<file path="config.mk">
export PLATFORM = sky130hd
export DESIGN_NAME = lsu_mem_access
export DESIGN_NICKNAME = d
export VERILOG_FILES = /design/src/rtl/lsu_mem_access_pkg.sv /design/src/rtl/lsu_lane_align.sv /design/src/rtl/lsu_mem_access.sv
export SDC_FILE = /design/constraint.sdc
export NUM_CORES = 1
export LEC_CHECK = 0
export ABC_CLOCK_PERIOD_IN_PS = 6180
export BUFFER_PORTS_ARGS = -buffer_cell sky130_fd_sc_hd__buf_2
export CAP_MARGIN = 30
export CORE_ASPECT_RATIO = 1.1
export CORE_UTILIZATION = 48
export DETAILED_ROUTE_END_ITERATION = 6
export PLACE_DENSITY = 0.86
export SYNTH_ARGS = -nofsm -noshare
export SYNTH_HDL_FRONTEND = slang
export SYNTH_SLANG_ARGS = --single-unit
</file>
<file path="constraint.sdc">
create_clock -name clk -period 6.18 [get_ports clk]
set_input_delay 1.854 -clock clk [delete_from_list [all_inputs] [get_ports clk]]
set_output_delay 1.854 -clock clk [all_outputs]
set_load 0.05 [all_outputs]
</file>
<file path="src/rtl/lsu_mem_access_pkg.sv">
// Shared types for the load/store memory access stage: command encoding,
// access sizes, FSM states and small decode helpers.
package lsu_mem_access_pkg;

  typedef logic [31:0] word_t;
  typedef logic [3:0]  strb_t;

  typedef enum logic [2:0] {
    NONE,
    READ_BYTE,
    READ_HALF,
    READ_WORD,
    STORE_BYTE,
    STORE_HALF,
    STORE_WORD
  } mem_ctrl_t;

  typedef enum logic [1:0] {
    BYTE,
    HALF,
    WORD
  } mem_size_t;

  typedef enum logic [2:0] {
    IDLE,
    REQ,
    WAIT_RSP,
    DONE,
    FAULT
  } lsu_state_t;

  function automatic mem_size_t ctrl_size(input mem_ctrl_t ctrl);
    case (ctrl)
      READ_HALF, STORE_HALF: return HALF;
      READ_WORD, STORE_WORD: return WORD;
      default:               return BYTE;
    endcase
  endfunction

  function automatic logic ctrl_is_store(input mem_ctrl_t ctrl);
    return (ctrl == STORE_BYTE) || (ctrl == STORE_HALF) || (ctrl == STORE_WORD);
  endfunction

  // Halves need an even address, words a 4-byte aligned one.
  function automatic logic is_misaligned(input mem_size_t size, input logic [1:0] lane);
    case (size)
      HALF:    return lane[0];
      WORD:    return lane != 2'b00;
      default: return 1'b0;
    endcase
  endfunction

endpackage

</file>
<file path="src/rtl/lsu_lane_align.sv">
// Byte-lane steering: store strobes and data replication towards the bus,
// load lane extraction and sign/zero extension from the bus.
module lsu_lane_align
  import lsu_mem_access_pkg::*;
(
  input  mem_size_t   size,
  input  logic        we,
  input  logic [1:0]  lane,
  input  logic        load_unsigned,
  input  word_t       store_data,
  input  word_t       bus_rdata,
  output strb_t       wstrb,
  output word_t       wdata_rep,
  output word_t       load_data
);

  logic [7:0]  byte_sel;
  logic [15:0] half_sel;

  always_comb begin
    wstrb     = '0;
    wdata_rep = store_data;
    case (size)
      BYTE: begin
        wstrb     = strb_t'(4'b0001 << lane);
        wdata_rep = {4{store_data[7:0]}};
      end
      HALF: begin
        wstrb     = lane[1] ? 4'b1100 : 4'b0011;
        wdata_rep = {2{store_data[15:0]}};
      end
      default: begin
        wstrb     = 4'b1111;
        wdata_rep = store_data;
      end
    endcase
    if (!we) begin
      wstrb = '0;
    end
  end

  // Loads: pick the addressed lane, then extend unless the access is a word.
  always_comb begin
    byte_sel  = bus_rdata[{lane, 3'b000} +: 8];
    half_sel  = bus_rdata[{lane[1], 4'b0000} +: 16];
    load_data = bus_rdata;
    case (size)
      BYTE:    load_data = {{24{byte_sel[7] & ~load_unsigned}}, byte_sel};
      HALF:    load_data = {{16{half_sel[15] & ~load_unsigned}}, half_sel};
      default: load_data = bus_rdata;
    endcase
  end

endmodule

</file>
<file path="src/rtl/lsu_mem_access.sv">
// Memory access stage: accepts a decoded load/store, checks alignment and runs
// one request/response transaction on the data bus with an optional timeout.
module lsu_mem_access
  import lsu_mem_access_pkg::*;
#(
  parameter int unsigned TIMEOUT_CYCLES = 255
)
(
  input  logic       clk,
  input  logic       rst,
  input  logic       start,
  input  mem_ctrl_t  mem_ctrl,
  input  word_t      addr,
  input  word_t      wdata,
  input  logic       load_unsigned,
  output logic       busy,
  output logic       done,
  output logic       err,
  output word_t      rdata,
  output logic       bus_req_valid,
  input  logic       bus_req_ready,
  output word_t      bus_addr,
  output logic       bus_we,
  output strb_t      bus_wstrb,
  output word_t      bus_wdata,
  input  logic       bus_rsp_valid,
  input  word_t      bus_rdata
);

  lsu_state_t state, state_n;

  word_t      addr_q;
  word_t      wdata_q;
  mem_size_t  size_q;
  logic       we_q;
  logic       unsigned_q;
  logic       err_q;
  logic [31:0] wait_cnt;

  logic       accept;
  logic       cmd_misaligned;
  logic       timeout_hit;
  word_t      load_data;

  assign accept         = (state == IDLE) && start && (mem_ctrl != NONE);
  assign cmd_misaligned = is_misaligned(ctrl_size(mem_ctrl), addr[1:0]);
  // The cycle in which the counter reaches the limit is the last one a response may arrive.
  assign timeout_hit    = (TIMEOUT_CYCLES != 0) && (wait_cnt == 32'(TIMEOUT_CYCLES - 1));

  always_ff @(posedge clk or posedge rst) begin
    if (rst) begin
      state <= IDLE;
    end else begin
      state <= state_n;
    end
  end

  always_comb begin
    state_n = state;
    case (state)
      IDLE:     if (accept) state_n = cmd_misaligned ? FAULT : REQ;
      REQ:      if (bus_req_ready) state_n = WAIT_RSP;
      WAIT_RSP: if (bus_rsp_valid || timeout_hit) state_n = DONE;
      FAULT:    state_n = DONE;
      DONE:     state_n = IDLE;
      default:  state_n = IDLE;
    endcase
  end

  always_ff @(posedge clk or posedge rst) begin
    if (rst) begin
      addr_q     <= '0;
      wdata_q    <= '0;
      size_q     <= BYTE;
      we_q       <= 1'b0;
      unsigned_q <= 1'b0;
      err_q      <= 1'b0;
      wait_cnt   <= '0;
      rdata      <= '0;
    end else begin
      if (accept) begin
        addr_q     <= addr;
        wdata_q    <= wdata;
        size_q     <= ctrl_size(mem_ctrl);
        we_q       <= ctrl_is_store(mem_ctrl);
        unsigned_q <= load_unsigned;
        err_q      <= cmd_misaligned;
      end
      if (state == REQ && bus_req_ready) begin
        wait_cnt <= '0;
      end else if (state == WAIT_RSP) begin
        wait_cnt <= wait_cnt + 32'd1;
      end
      if (state == WAIT_RSP) begin
        if (bus_rsp_valid) begin
          if (!we_q) begin
            rdata <= load_data;
          end
        end else if (timeout_hit) begin
          err_q <= 1'b1;
        end
      end
    end
  end

  lsu_lane_align u_align (
    .size          (size_q),
    .we            (we_q),
    .lane          (addr_q[1:0]),
    .load_unsigned (unsigned_q),
    .store_data    (wdata_q),
    .bus_rdata     (bus_rdata),
    .wstrb         (bus_wstrb),
    .wdata_rep     (bus_wdata),
    .load_data     (load_data)
  );

  assign busy          = (state != IDLE);
  assign done          = (state == DONE);
  assign err           = (state == DONE) && err_q;
  assign bus_req_valid = (state == REQ);
  assign bus_addr      = {addr_q[31:2], 2'b00};
  assign bus_we        = we_q;

endmodule

</file>
# After elaboration in Yosys (flattened, before gate mapping)
# Index checks and enable logic that the tools add are counted.
[totals]
register_bits = 136
wordCells = 68
inputBits = 105
[classes]
n_addsub = 1
shifts = 3
eq_ne = 16
n_mux = 18
reduce_logical = 17
bitwise_logic = 4
[op_table]
columns = ["op", "count"]
rows = [
  ["case mux 32 bit (2 select lines)", 2],
  ["two-way mux 32 bit", 2],
  ["adder 32 x 1 -> 32 bit, second input constant", 1],
  ["equality test 32 x 8 -> 1 bit, second input constant", 1],
  ["variable part select 32 x 6 -> 16 bit", 1],
  ["variable part select 32 x 6 -> 8 bit", 1],
  ["equality test 3 x 2 -> 1 bit, second input constant", 4],
  ["equality test 3 bit, second input constant", 4],
  ["two-way mux 3 bit", 4],
  ["case mux 3 bit (4 select lines)", 1],
  ["two-way mux 4 bit", 2],
  ["case mux 4 bit (2 select lines)", 1],
  ["AND reduction 3 bit", 2],
  ["nonzero test 3 bit", 2],
  ["equality test 2 x 1 -> 1 bit, second input constant", 2],
  ["logical AND 1 bit", 4],
  ["two-way mux 1 bit", 4],
  ["!= test 2 bit, second input constant", 2],
  ["case mux 2 bit (2 select lines)", 1],
  ["nonzero test 2 bit", 2],
  ["OR reduction 2 bit", 2],
  ["left shift 1 x 2 -> 4 bit, first input constant", 1],
  ["equality test 3 x 1 -> 1 bit, second input constant", 1],
  ["zero test 3 bit", 1],
  ["7 further kinds", 11],
]

# Longest topological paths before layout
# Gate-level depths: netlist (run 1).
[logic_depth]
word_depth = 9
mapped_depth = 9

# Hierarchy
# From an unflattened synthesis (run 1), not the netlist that was laid out.
[hier_totals]
cells_unflattened = 790
area_unflattened_um2 = 7224.4
[by_module_without_submodules]
columns = ["mod", "instances", "area_each_um2", "cells_per_inst"]
rows = [
  ["lsu_mem_access", 1, 6107.1, 629],
  ["lsu_lane_align", 1, 1117.3, 161],
]

# Worst setup path before layout (run 1)
# Ideal clock, no wire load.
[synth_path]
path_type = "register to output"
start = "register size_q[0]"
end = "output port bus_wdata[24]"
slack_ns = 2.051
t_required_ns = 4.326
stages_incl_launch_ff = 5
n_path_buf = 2
arrival_time_ns = 2.275
cell_sequence = "dfrtp_1 clkbuf_1 buf_1 mux2i_1 o21ai_0"
[synth_between]
elab_chain_len = 2
elab_cells_between_ends = 3
cone_classes = "eq/ne: 1; mux: 1; reduce/logical: 1"
[synth_lines]
columns = ["element", "line", "source"]
rows = [
  ["start, declared", "lsu_mem_access.sv:34", "mem_size_t size_q;"],
  ["start signal, assigned", "lsu_mem_access.sv:84", "size_q <= ctrl_size(mem_ctrl);"],
  ["equality test 2 x 1 -> 1 bit or zero test 2 bit (tied branches)", "lsu_lane_align.sv:23", "case (size)"],
  ["case mux 32 bit (2 select lines) (*)", "lsu_lane_align.sv:23", ""],
  ["end, declared", "lsu_mem_access.sv:25", "output word_t bus_wdata,"],
]
# Mark *: on every way between the ends. The rest lies on a longest branch, timed or not.

# Worst setup path after layout (run 1)
[layout_path]
start = "register size_q[1]"
end = "output port bus_wdata[9]"
# Same word-level chain as after synthesis.

==> results of run 1 <==
==> layout by cell type, fill, tap and decap left out, types with 5 or more instances in the layout <==
cell type / count
nand3_1: 14
nor2_1: 45
o22a_1: 8
ha_1: 5
o21ai_0: 23
a222oi_1: 7
a21oi_1: 43
buf_4: 5
or3_1: 14
buf_2: 207
nand2_1: 62
and2_1: 5
a22o_1: 15
xor2_1: 6
mux2i_1: 17
clkbuf_16: 17
or4_1: 6
nor3_1: 9
nor4_1: 7
inv_1: 9
and4_1: 6
mux2_2: 88
dfrtp_1: 135
nand4_1: 12
==> through the flow <==
step                       util  hold slack, ns  power [mW]
after global routing      0.608           0.516        5.65
final                     0.608           0.501        5.39
after global placement    0.560           0.484        4.26
after CTS                 0.606           0.506        5.42
after floorplan               -           0.459        3.89
after detailed placement  0.560           0.493        4.32
==> flip-flops by register name, summed over array words and instances, names as in the netlist <==
register,count
err_q,1
rdata,32
addr_q,32
wait_cnt,32
wdata_q,32
size_q,2
bus_we,1
unsigned_q,1
state,3
==> path summary, 6_finish.rpt <==
path,cells after the start,end,startpoint
max,3,bus_wdata[9],size_q[1]$_DFFE_PP0P_
min,1,addr_q[30]$_DFFE_PP0P_,addr_q[30]$_DFFE_PP0P_
max reg2reg,4,wait_cnt[20]$_DFFE_PP0P_,state[1]$_DFFE_PP0P_
min reg2reg,1,addr_q[30]$_DFFE_PP0P_,addr_q[30]$_DFFE_PP0P_
max in group asynchronous,4,rdata[3]$_DFFE_PP0P_,rst
min in group asynchronous,2,addr_q[12]$_DFFE_PP0P_,rst
==> cell usage after synthesis, types with 5 or more instances <==
| cell | count |
|---|---|
| a21oi_1 | 43 |
| a222oi_1 | 7 |
| a22o_1 | 15 |
| and2_1 | 5 |
| and4_1 | 6 |
| buf_4 | 41 |
| clkbuf_1 | 27 |
| dfrtp_1 | 136 |
| ha_1 | 5 |
| inv_1 | 10 |
| mux2_2 | 88 |
| mux2i_1 | 17 |
| nand2_1 | 62 |
| nand3_1 | 14 |
| nand4_1 | 12 |
| nor2_1 | 45 |
| nor3_1 | 10 |
| nor4_1 | 8 |
| o21ai_0 | 23 |
| o22a_1 | 8 |
| or3_1 | 14 |
| or4_1 | 6 |
| xor2_1 | 6 |
==> logic make-up (layout without fill, tap and decap cells) <==
group / Yosys count / count (layout)
simple gates: 197 / 197
flops: 136 / 136
compound gates: 110 / 110
mux: 106 / 106
buf+inv: 85 / 255
xor+xnor: 9 / 9
fa+ha+maj: 5 / 5
other cells: 1 / 2
==> report_power, final <==
| group | total (mW) | leakage, nW | switching (mW) | internal [mW] |
|---|---|---|---|---|
| sequential | 1.55 | 1.66 | 0.308 | 1.25 |
| clock | 1.08 | 0.312 | 0.380 | 0.705 |
| combinational | 2.76 | 1.89 | 1.95 | 0.810 |
| total | 5.39 | 3.87 | 2.63 | 2.76 |
==> critical path, stage by stage, from the launching register on <==
cell     delay [ns]
dfrtp_2        0.77
nor2_1         0.75
mux2_2         0.42
buf_2          0.21
==> layer usage <==
layer | track usage | vias to the layer above | wire length, um
met4 | 0.0860 | 0 | 377
met1 | 0.277 | 2739 | 6870
met5 | 0 | - | 0
li1 | - | 2603 | -
met3 | 0.0583 | 34 | 945
met2 | 0.371 | 208 | 8160
==> layout make-up <==
class | instances | area share
clock buffer | 20 | 0.0552
timing repair buffer | 213 | 0.130
inverter | 10 | 0.00503
clock inverter | 12 | 0.0204
multi-input combinational | 429 | 0.359
tap | 188 | 0.0278
sequential | 136 | 0.403
==> results_dict.tcl, run 1 <==
set metrics [dict create \
    finalSetupTns_ns 0 \
    fp.dieArea_mm2 0.0148 \
    yosysTopAreaCell "dfrtp_1" \
    grt_first_pass_wirelength_mm 25.7 \
    fp.dieH_um 128 \
    antenna_found_initial 0 \
    die_w_um 116 \
    placementRows 45 \
    routed_wl_mm 16.3 \
    n_antenna_cell 0 \
    setup-violations-final 0 \
    seqCellArea_mm2 0.00340 \
    synth_top_area_frac 0.494 \
    dp.cells 975 \
    wire_per_inst_um 16.2 \
    grt_pass1_vias 5220 \
    ys_ff_latch 136 \
    dpl_cell_area_mm2 0.00779 \
    powerDensity_mw_per_mm2 638 \
    skew_ns 0.00579 \
    cap_violations 0 \
    synth-simple-area-share 0.141 \
    timing.final.crit_period_ns 4.42 \
    drt-vias-per-instance 5.54 \
    postCtsHoldBufs 0 \
    rsz0062_at_grt "no" \
    cts_setup_buffers 0 \
    h-tree-depth 4 \
    vias 5584 \
    gp_congestion 0.841 \
    ys_seq_area_frac 0.494 \
    syn_avg_cell_area_um2 10.6 \
    root_buffer "clkbuf_16" \
    drt-initial-drc-count 531 \
    start_util 0.495 \
    synthArstFlopShare 1.00 \
    numCtsBuffers 17 \
    fmax_mhz 226 \
    synth-compound-area-share 0.102 \
    rrSetupSlack_ns 3.57 \
    stdcell_count 1008 \
    yosys.area_share.xor_xnor 0.0114 \
    max_slew_margin 0.323 \
    pre_cts_ws_ns 2.18 \
    end_kind "output port" \
    synth_mux_area_frac 0.172 \
    cts_max_path_buffers 2 \
    io_pins 210 \
    grt.total_usage 0.223 \
    cp-start-kind "flip-flop" \
    final-hold-violation-count 0 \
    slew_viol_final 0 \
    cp.arrival_ns 2.57 \
    synth_cell_type_count 45 \
    clk_pin_slew_ns 0.05 \
    dpl.hpwl_mm 11.5 \
    cts.repair.resized 0 \
    core_mm2 0.0139 \
    drcViolationCount 0 \
    crit_fanout 59 \
    period_share 0.715 \
    drive_above_1_share 0.417 \
    ys_top_cells_by_area "dfrtp_1, mux2_2, buf_4" \
    worst_slew_pin_slew_ns 1.01 \
    clkSinkCount 136 \
    synth_top_family_by_area "multiplexers" \
    ys_warn_count 0 \
    synthCells 649 \
    grt_overflow 0 \
    holdCritPathClass "reg2reg" \
    outcome "completed" \
    portBuffers 207 \
    synth_enable_flop_cells 0 \
    synth_adder_area_share 0.00909 \
    ant_nets 0 \
    irDropWorstVdd_mv 0.299 \
    dr.pass1.iters 6 \
    ys.flop_type "dfrtp_1" \
    nNetsFinal 917 \
    final_area_mm2 0.00846 \
    cp.required_ns 4.33 \
    cts_tree "yes" \
    criticalPathCategory "reg2out" \
    p_leak_nw 3.87 \
    n_fill_cell 1151 \
    area_growth_pct 22.8 \
    multi_input_area_mm2 0.00303 \
    setup_slack_ns 1.76 \
    worstSkewPairLatency_ns 0.42 \
    syn_area_mm2 0.00689 \
    grt_max_degree 106 \
]
No activity file was read; power rests on OpenSTA's default activity.
==> run 2, diff against run 1 <==
Settings changed: ABC_CLOCK_PERIOD_IN_PS 6180 to 3600, CORE_UTILIZATION 48 to 47, PLACE_DENSITY 0.86 to 0.88.
Clock period 6.18 ns to 3.6 ns, I/O delays scaled along.
==> run 2 against run 1 <==
Critical path depth up 2; first-iteration DRC count down 25%; cell count up 1.1%; core utilization down 2.4 points; global-route usage about the same; routed wire length up 2.9%.
==> results_dict.tcl, run 2 (synthesized netlist as in run 1, its figures left out) <==
set metrics [dict create \
    outcome "completed" \
    core_mm2 0.0144 \
    placementRows 46 \
    clk_pin_slew_ns 0.06 \
    finalSetupTns_ns 0 \
    criticalPathCategory "reg2out" \
    postCtsHoldBufs 0 \
    setup-violations-final 0 \
    fp.dieArea_mm2 0.0151 \
    ant_nets 0 \
    worst_slew_pin_slew_ns 0.857 \
    period_share 0.871 \
    final_common_cell "buf_2" \
    timing.rr.end "wait_cnt[20]$_DFFE_PP0P_" \
    clkSinkCount 136 \
    cts_max_path_buffers 2 \
    skew_ns 0.0113 \
    fmax_mhz 319 \
    numCtsBuffers 17 \
    end_kind "output port" \
    drt-vias-per-instance 5.52 \
    portBuffers 207 \
    dr.pass1.iters 5 \
    cp.arrival_ns 2.06 \
    drive_above_1_share 0.420 \
    die_w_um 117 \
    h-tree-depth 4 \
    cts.repair.resized 0 \
    cap_violations 0 \
    cts_setup_buffers 0 \
    drt-initial-drc-count 400 \
    dpl.hpwl_mm 11.9 \
    holdPathStages 1 \
    root_buffer "clkbuf_16" \
    grt_max_degree 70 \
    most-common-layout-cells "buf_2, dfrtp_1, mux2_2" \
    worstSkewPairLatency_ns 0.41 \
    drcViolationCount 0 \
    area_growth_pct 22.0 \
    setup_slack_ns 0.464 \
    fp.dieH_um 129 \
    stdcell_count 1019 \
    min_from "addr_q[4]$_DFFE_PP0P_" \
    pre_cts_ws_ns 0.858 \
    wire_per_inst_um 16.5 \
    routed_wl_mm 16.8 \
    n_fill_cell 1234 \
    rsz0062_at_grt "no" \
    crit_fanout 14 \
    min_to "addr_q[4]$_DFFE_PP0P_" \
    timing.final.crit_period_ns 3.14 \
    rrSetupSlack_ns 0.98 \
    dpl_cell_area_mm2 0.00786 \
    powerDensity_mw_per_mm2 1070 \
    gp_congestion 0.896 \
    dp.cells 986 \
    start_util 0.479 \
    cp-start-kind "flip-flop" \
    regToRegStartpoint "state[1]$_DFFE_PP0P_" \
    irDropWorstVdd_mv 0.622 \
    nNetsFinal 923 \
    grt_overflow 0 \
    vias 5628 \
    timing.hold.ws_ns 0.500 \
    io_pins 210 \
    total_power_mw 9.03 \
    p_leak_nw 3.84 \
    final-hold-violation-count 0 \
    holdCritPathClass "reg2reg" \
    cts_tree "yes" \
    cp.required_ns 2.52 \
    grt_first_pass_wirelength_mm 26.8 \
    max_slew_margin 0.426 \
    final_area_mm2 0.00840 \
    antenna_found_initial 1 \
    slew_viol_final 0 \
    grt_pass1_vias 5344 \
    fin_util 0.584 \
    grt.total_usage 0.223 \
    rr_worst_depth 4 \
]
[run 2: cell types whose count changed in the layout (fill, tap and decap cells not counted), sizes merged]
cell and delta:
buf +6, bufinv -4, clkinv +1, clkinvlp +3, diode +1
[run 2: cell type report]
cell class	instances	area [um2]	share of cell area
Multi-Input combinational cell	429	3030	0.360
Timing Repair Buffer	219	1150	0.137
Antenna cell	1	2.50	0.000298
Inverter	10	41.3	0.00492
Sequential cell	136	3400	0.405
Clock buffer	20	457	0.0544
Tap cell	192	240	0.0286
Clock inverter	12	77.6	0.00923
[run 2: where the power goes]
part	leakage (nW)	switching (mW)	internal, mW	total [mW]
logic	1.91	3.45	1.42	4.87
clock network	0.258	0.653	0.910	1.56
registers	1.66	0.452	2.14	2.59
total	3.84	4.56	4.47	9.03
[run 2: how the worst max path moves through the flow]
| stage | start | to |
|---|---|---|
| after floorplan | size_q[0]$_DFFE_PP0P_ | bus_wdata[24] |
| after global placement | mem_ctrl[2] | state[0]$_DFFE_PP0P_ |
| after detailed placement | mem_ctrl[2] | state[0]$_DFFE_PP0P_ |
| after CTS | addr_q[1]$_DFFE_PP0P_ | bus_wstrb[0] |
| after global routing | addr_q[1]$_DFFE_PP0P_ | bus_wstrb[0] |
| final | addr_q[1]$_DFFE_PP0P_ | bus_wstrb[0] |
[run 2: routing by layer]
metal / vias up / part of all wire / GRT usage
li1: 2617 / - / -
met1: 2750 / 0.43 / 0.285
met2: 230 / 0.49 / 0.367
met3: 31 / 0.055 / 0.0532
met4: 0 / 0.019 / 0.0886
met5: - / 0 / 0
[run 2: critical path: stages (launching register included)]
cell and delay, ns:
dfrtp_1 0.37, buf_4 0.19, inv_1 0.29, a21o_1 0.33
and2_1 0.19, buf_2 0.26
==> run 3, diff against run 2 <==
Settings changed: PLACE_DENSITY 0.88 to 0.87, SYNTH_HIERARCHICAL set to 1.
==> run 3 against run 2 <==
Sequential share of layout area fell by 1.5 points; global-route usage rose by 2.6 points; total power shrank 0.25%; largest power group unchanged.
==> results_dict.tcl, run 3 <==
set metrics [dict create \
    outcome "completed" \
    root_buffer "clkbuf_16" \
    cap_violations 0 \
    postCtsHoldBufs 0 \
    top_layer "met4" \
    end_kind "output port" \
    skew_ns 0.0102 \
    met2WireLength_mm 9.60 \
    crit_fanout 16 \
    clkSinkCount 136 \
    timing.rr.end "rdata[19]$_DFFE_PP0P_" \
    drt-initial-drc-count 624 \
    wl_met1_mm 7.86 \
    ys_ff_latch 136 \
    core_mm2 0.0151 \
    p_clk_frac 0.186 \
    worstSkewPairLatency_ns 0.42 \
    cts.repair.resized 0 \
    ys_top_cells_by_area "dfrtp_1, nand2_1, buf_4" \
    cts_tree "yes" \
    rr_worst_depth 4 \
    clk_pin_slew_ns 0.05 \
    vias 6365 \
    dp.cells 1119 \
    cp-start-kind "flip-flop" \
    pwr-share-comb 0.531 \
    regToRegStartpoint "addr_q[1]$_DFFE_PP0P_" \
    portBuffers 207 \
    syn_area_mm2 0.00722 \
    final-hold-violation-count 0 \
    endpoint "bus_wdata[8]" \
    dpl_cell_area_mm2 0.00816 \
    gp_congestion 0.925 \
    cts_max_path_buffers 2 \
    routed_wl_mm 19.4 \
    intPower_mw 4.45 \
    setup_slack_ns 0.175 \
    setup-violations-final 0 \
    n_antenna_cell 0 \
    dpl.hpwl_mm 13.9 \
    cp.required_ns 2.52 \
    fmax_mhz 292 \
    wl_met3_mm 1.22 \
    die_w_um 120 \
    cts_setup_buffers 0 \
    ys_warn_count 6 \
    wire_per_inst_um 16.9 \
    total_power_mw 9.00 \
    p_sw_frac 0.505 \
    synth.most_common_cell "nand2_1" \
    crit_start "size_q[0]$_DFFE_PP0P_" \
    syn_avg_cell_area_um2 9.14 \
    max_slew_margin 0.336 \
    h-tree-depth 4 \
    worst_slew_pin_slew_ns 0.995 \
    drive_above_1_share 0.298 \
    nNetsFinal 1052 \
    yosysTopAreaCell "dfrtp_1" \
    ys_seq_area_frac 0.471 \
    most-common-layout-cells "nand2_1, buf_2, dfrtp_1" \
    ys.flop_type "dfrtp_1" \
    p_leak_nw 4.48 \
    holdCritPathClass "reg2reg" \
    synth_cell_type_count 52 \
    numCtsBuffers 17 \
    rrSetupSlack_ns 1.22 \
    final_common_cell "nand2_1" \
    slew_viol_final 0 \
    grt_max_degree 56 \
    finalSetupTns_ns 0 \
    grt_first_pass_wirelength_mm 31.1 \
    final_area_mm2 0.00872 \
    synthArstFlopShare 1.00 \
    period_share 0.951 \
    ys_top_cells_by_count "nand2_1, dfrtp_1, a21oi_1, buf_4" \
    synth_top_area_frac 0.471 \
    cp.arrival_ns 2.34 \
    antenna_found_initial 0 \
    area_growth_pct 20.7 \
    io_pins 210 \
    placementRows 47 \
    drt-vias-per-instance 5.54 \
    fp.dieArea_mm2 0.0159 \
    n_fill_cell 1298 \
    ant_nets 0 \
    start_util 0.480 \
    switchingPower_mw 4.55 \
    sequentialPowerShare 0.283 \
    rsz0062_at_grt "no" \
    synthCells 790 \
    grt_pass1_vias 6042 \
    grt.total_usage 0.249 \
    stdcell_count 1148 \
    pre_cts_ws_ns 0.666 \
    timing.final.crit_period_ns 3.42 \
    fp.dieH_um 132 \
    criticalPathCategory "reg2out" \
    synth_enable_flop_cells 0 \
    irDropWorstVdd_mv 0.523 \
    drcViolationCount 0 \
    powerDensity_mw_per_mm2 1030 \
    grt_overflow 0 \
    dr.pass1.iters 6 \
]
run 3: cell count changes after synthesis, moves of 8 or more:
cell	before	now
a221o_1	0	14
a22o_1	15	7
mux2_1	0	25
mux2_2	88	24
mux2i_1	17	26
nand2_1	62	235
nor2_1	45	31
o22a_1	8	0
run 3: cell families after synthesis:
kind of cell / Yosys count / share of synthesized area
XOR/XNOR: 9 / 0.0109
adder cells (fa/ha/maj): 5 / 0.00866
AND/OR/NAND/NOR: 362 / 0.226
multiplexers: 76 / 0.116
buffers and inverters: 95 / 0.0741
flip-flops: 136 / 0.471
AO/OA/AOI/OAI: 106 / 0.0934
other: 1 / 0.000519
run 3: critical path, cell delays in order, from the launching register on:
cell,delay (ns)
dfrtp_1,0.64
nor2_2,0.63
mux2_2,0.43
buf_2,0.22
run 3: layout make-up:
cell class	count	area [um2]	share of cell area
flip-flops and latches	136	3400	0.390
inverters	9	37.5	0.00430
clock inverters	2	35.0	0.00402
multi-input cells	560	3310	0.380
repair buffers	218	1160	0.133
clock buffers	27	533	0.0611
well taps	196	245	0.0281
run 3: power by group through the flow:
stage                     Clock (mW)  Combinational [mW]  Sequential, mW
after floorplan                    0                3.54            2.95
after global placement             0                4.68            2.54
after detailed placement           0                4.77            2.56
after CTS                       1.70                4.79            2.55
after global routing            1.77                5.08            2.63
final                           1.67                4.78            2.55
run 3: metal layers:
metal | vias up | track usage
li1 | 2964 | -
met1 | 3073 | 0.303
met2 | 270 | 0.415
met3 | 58 | 0.0614
met4 | 0 | 0.117
met5 | - | 0
run 3: metrics by stage:
stage / hold slack, ns / util
after floorplan: 0.440 / -
after global placement: 0.454 / 0.542
after detailed placement: 0.460 / 0.542
after CTS: 0.474 / 0.579
after global routing: 0.485 / 0.579
final: 0.466 / 0.579
run 3: how the worst min path moves through the flow:
stage / start / endpoint / slack (ns) / cells past startpoint
2_1_floorplan: wdata_q[16]$_DFFE_PP0P_ / wdata_q[16]$_DFFE_PP0P_ / 0.44 / 2
3_3_place_gp: addr_q[24]$_DFFE_PP0P_ / addr_q[24]$_DFFE_PP0P_ / 0.45 / 2
3_5_place_dp: addr_q[12]$_DFFE_PP0P_ / addr_q[12]$_DFFE_PP0P_ / 0.46 / 2
4_1_cts: addr_q[12]$_DFFE_PP0P_ / addr_q[12]$_DFFE_PP0P_ / 0.47 / 2
5_1_grt: addr_q[11]$_DFFE_PP0P_ / addr_q[11]$_DFFE_PP0P_ / 0.48 / 2
6_report: addr_q[12]$_DFFE_PP0P_ / addr_q[12]$_DFFE_PP0P_ / 0.47 / 2
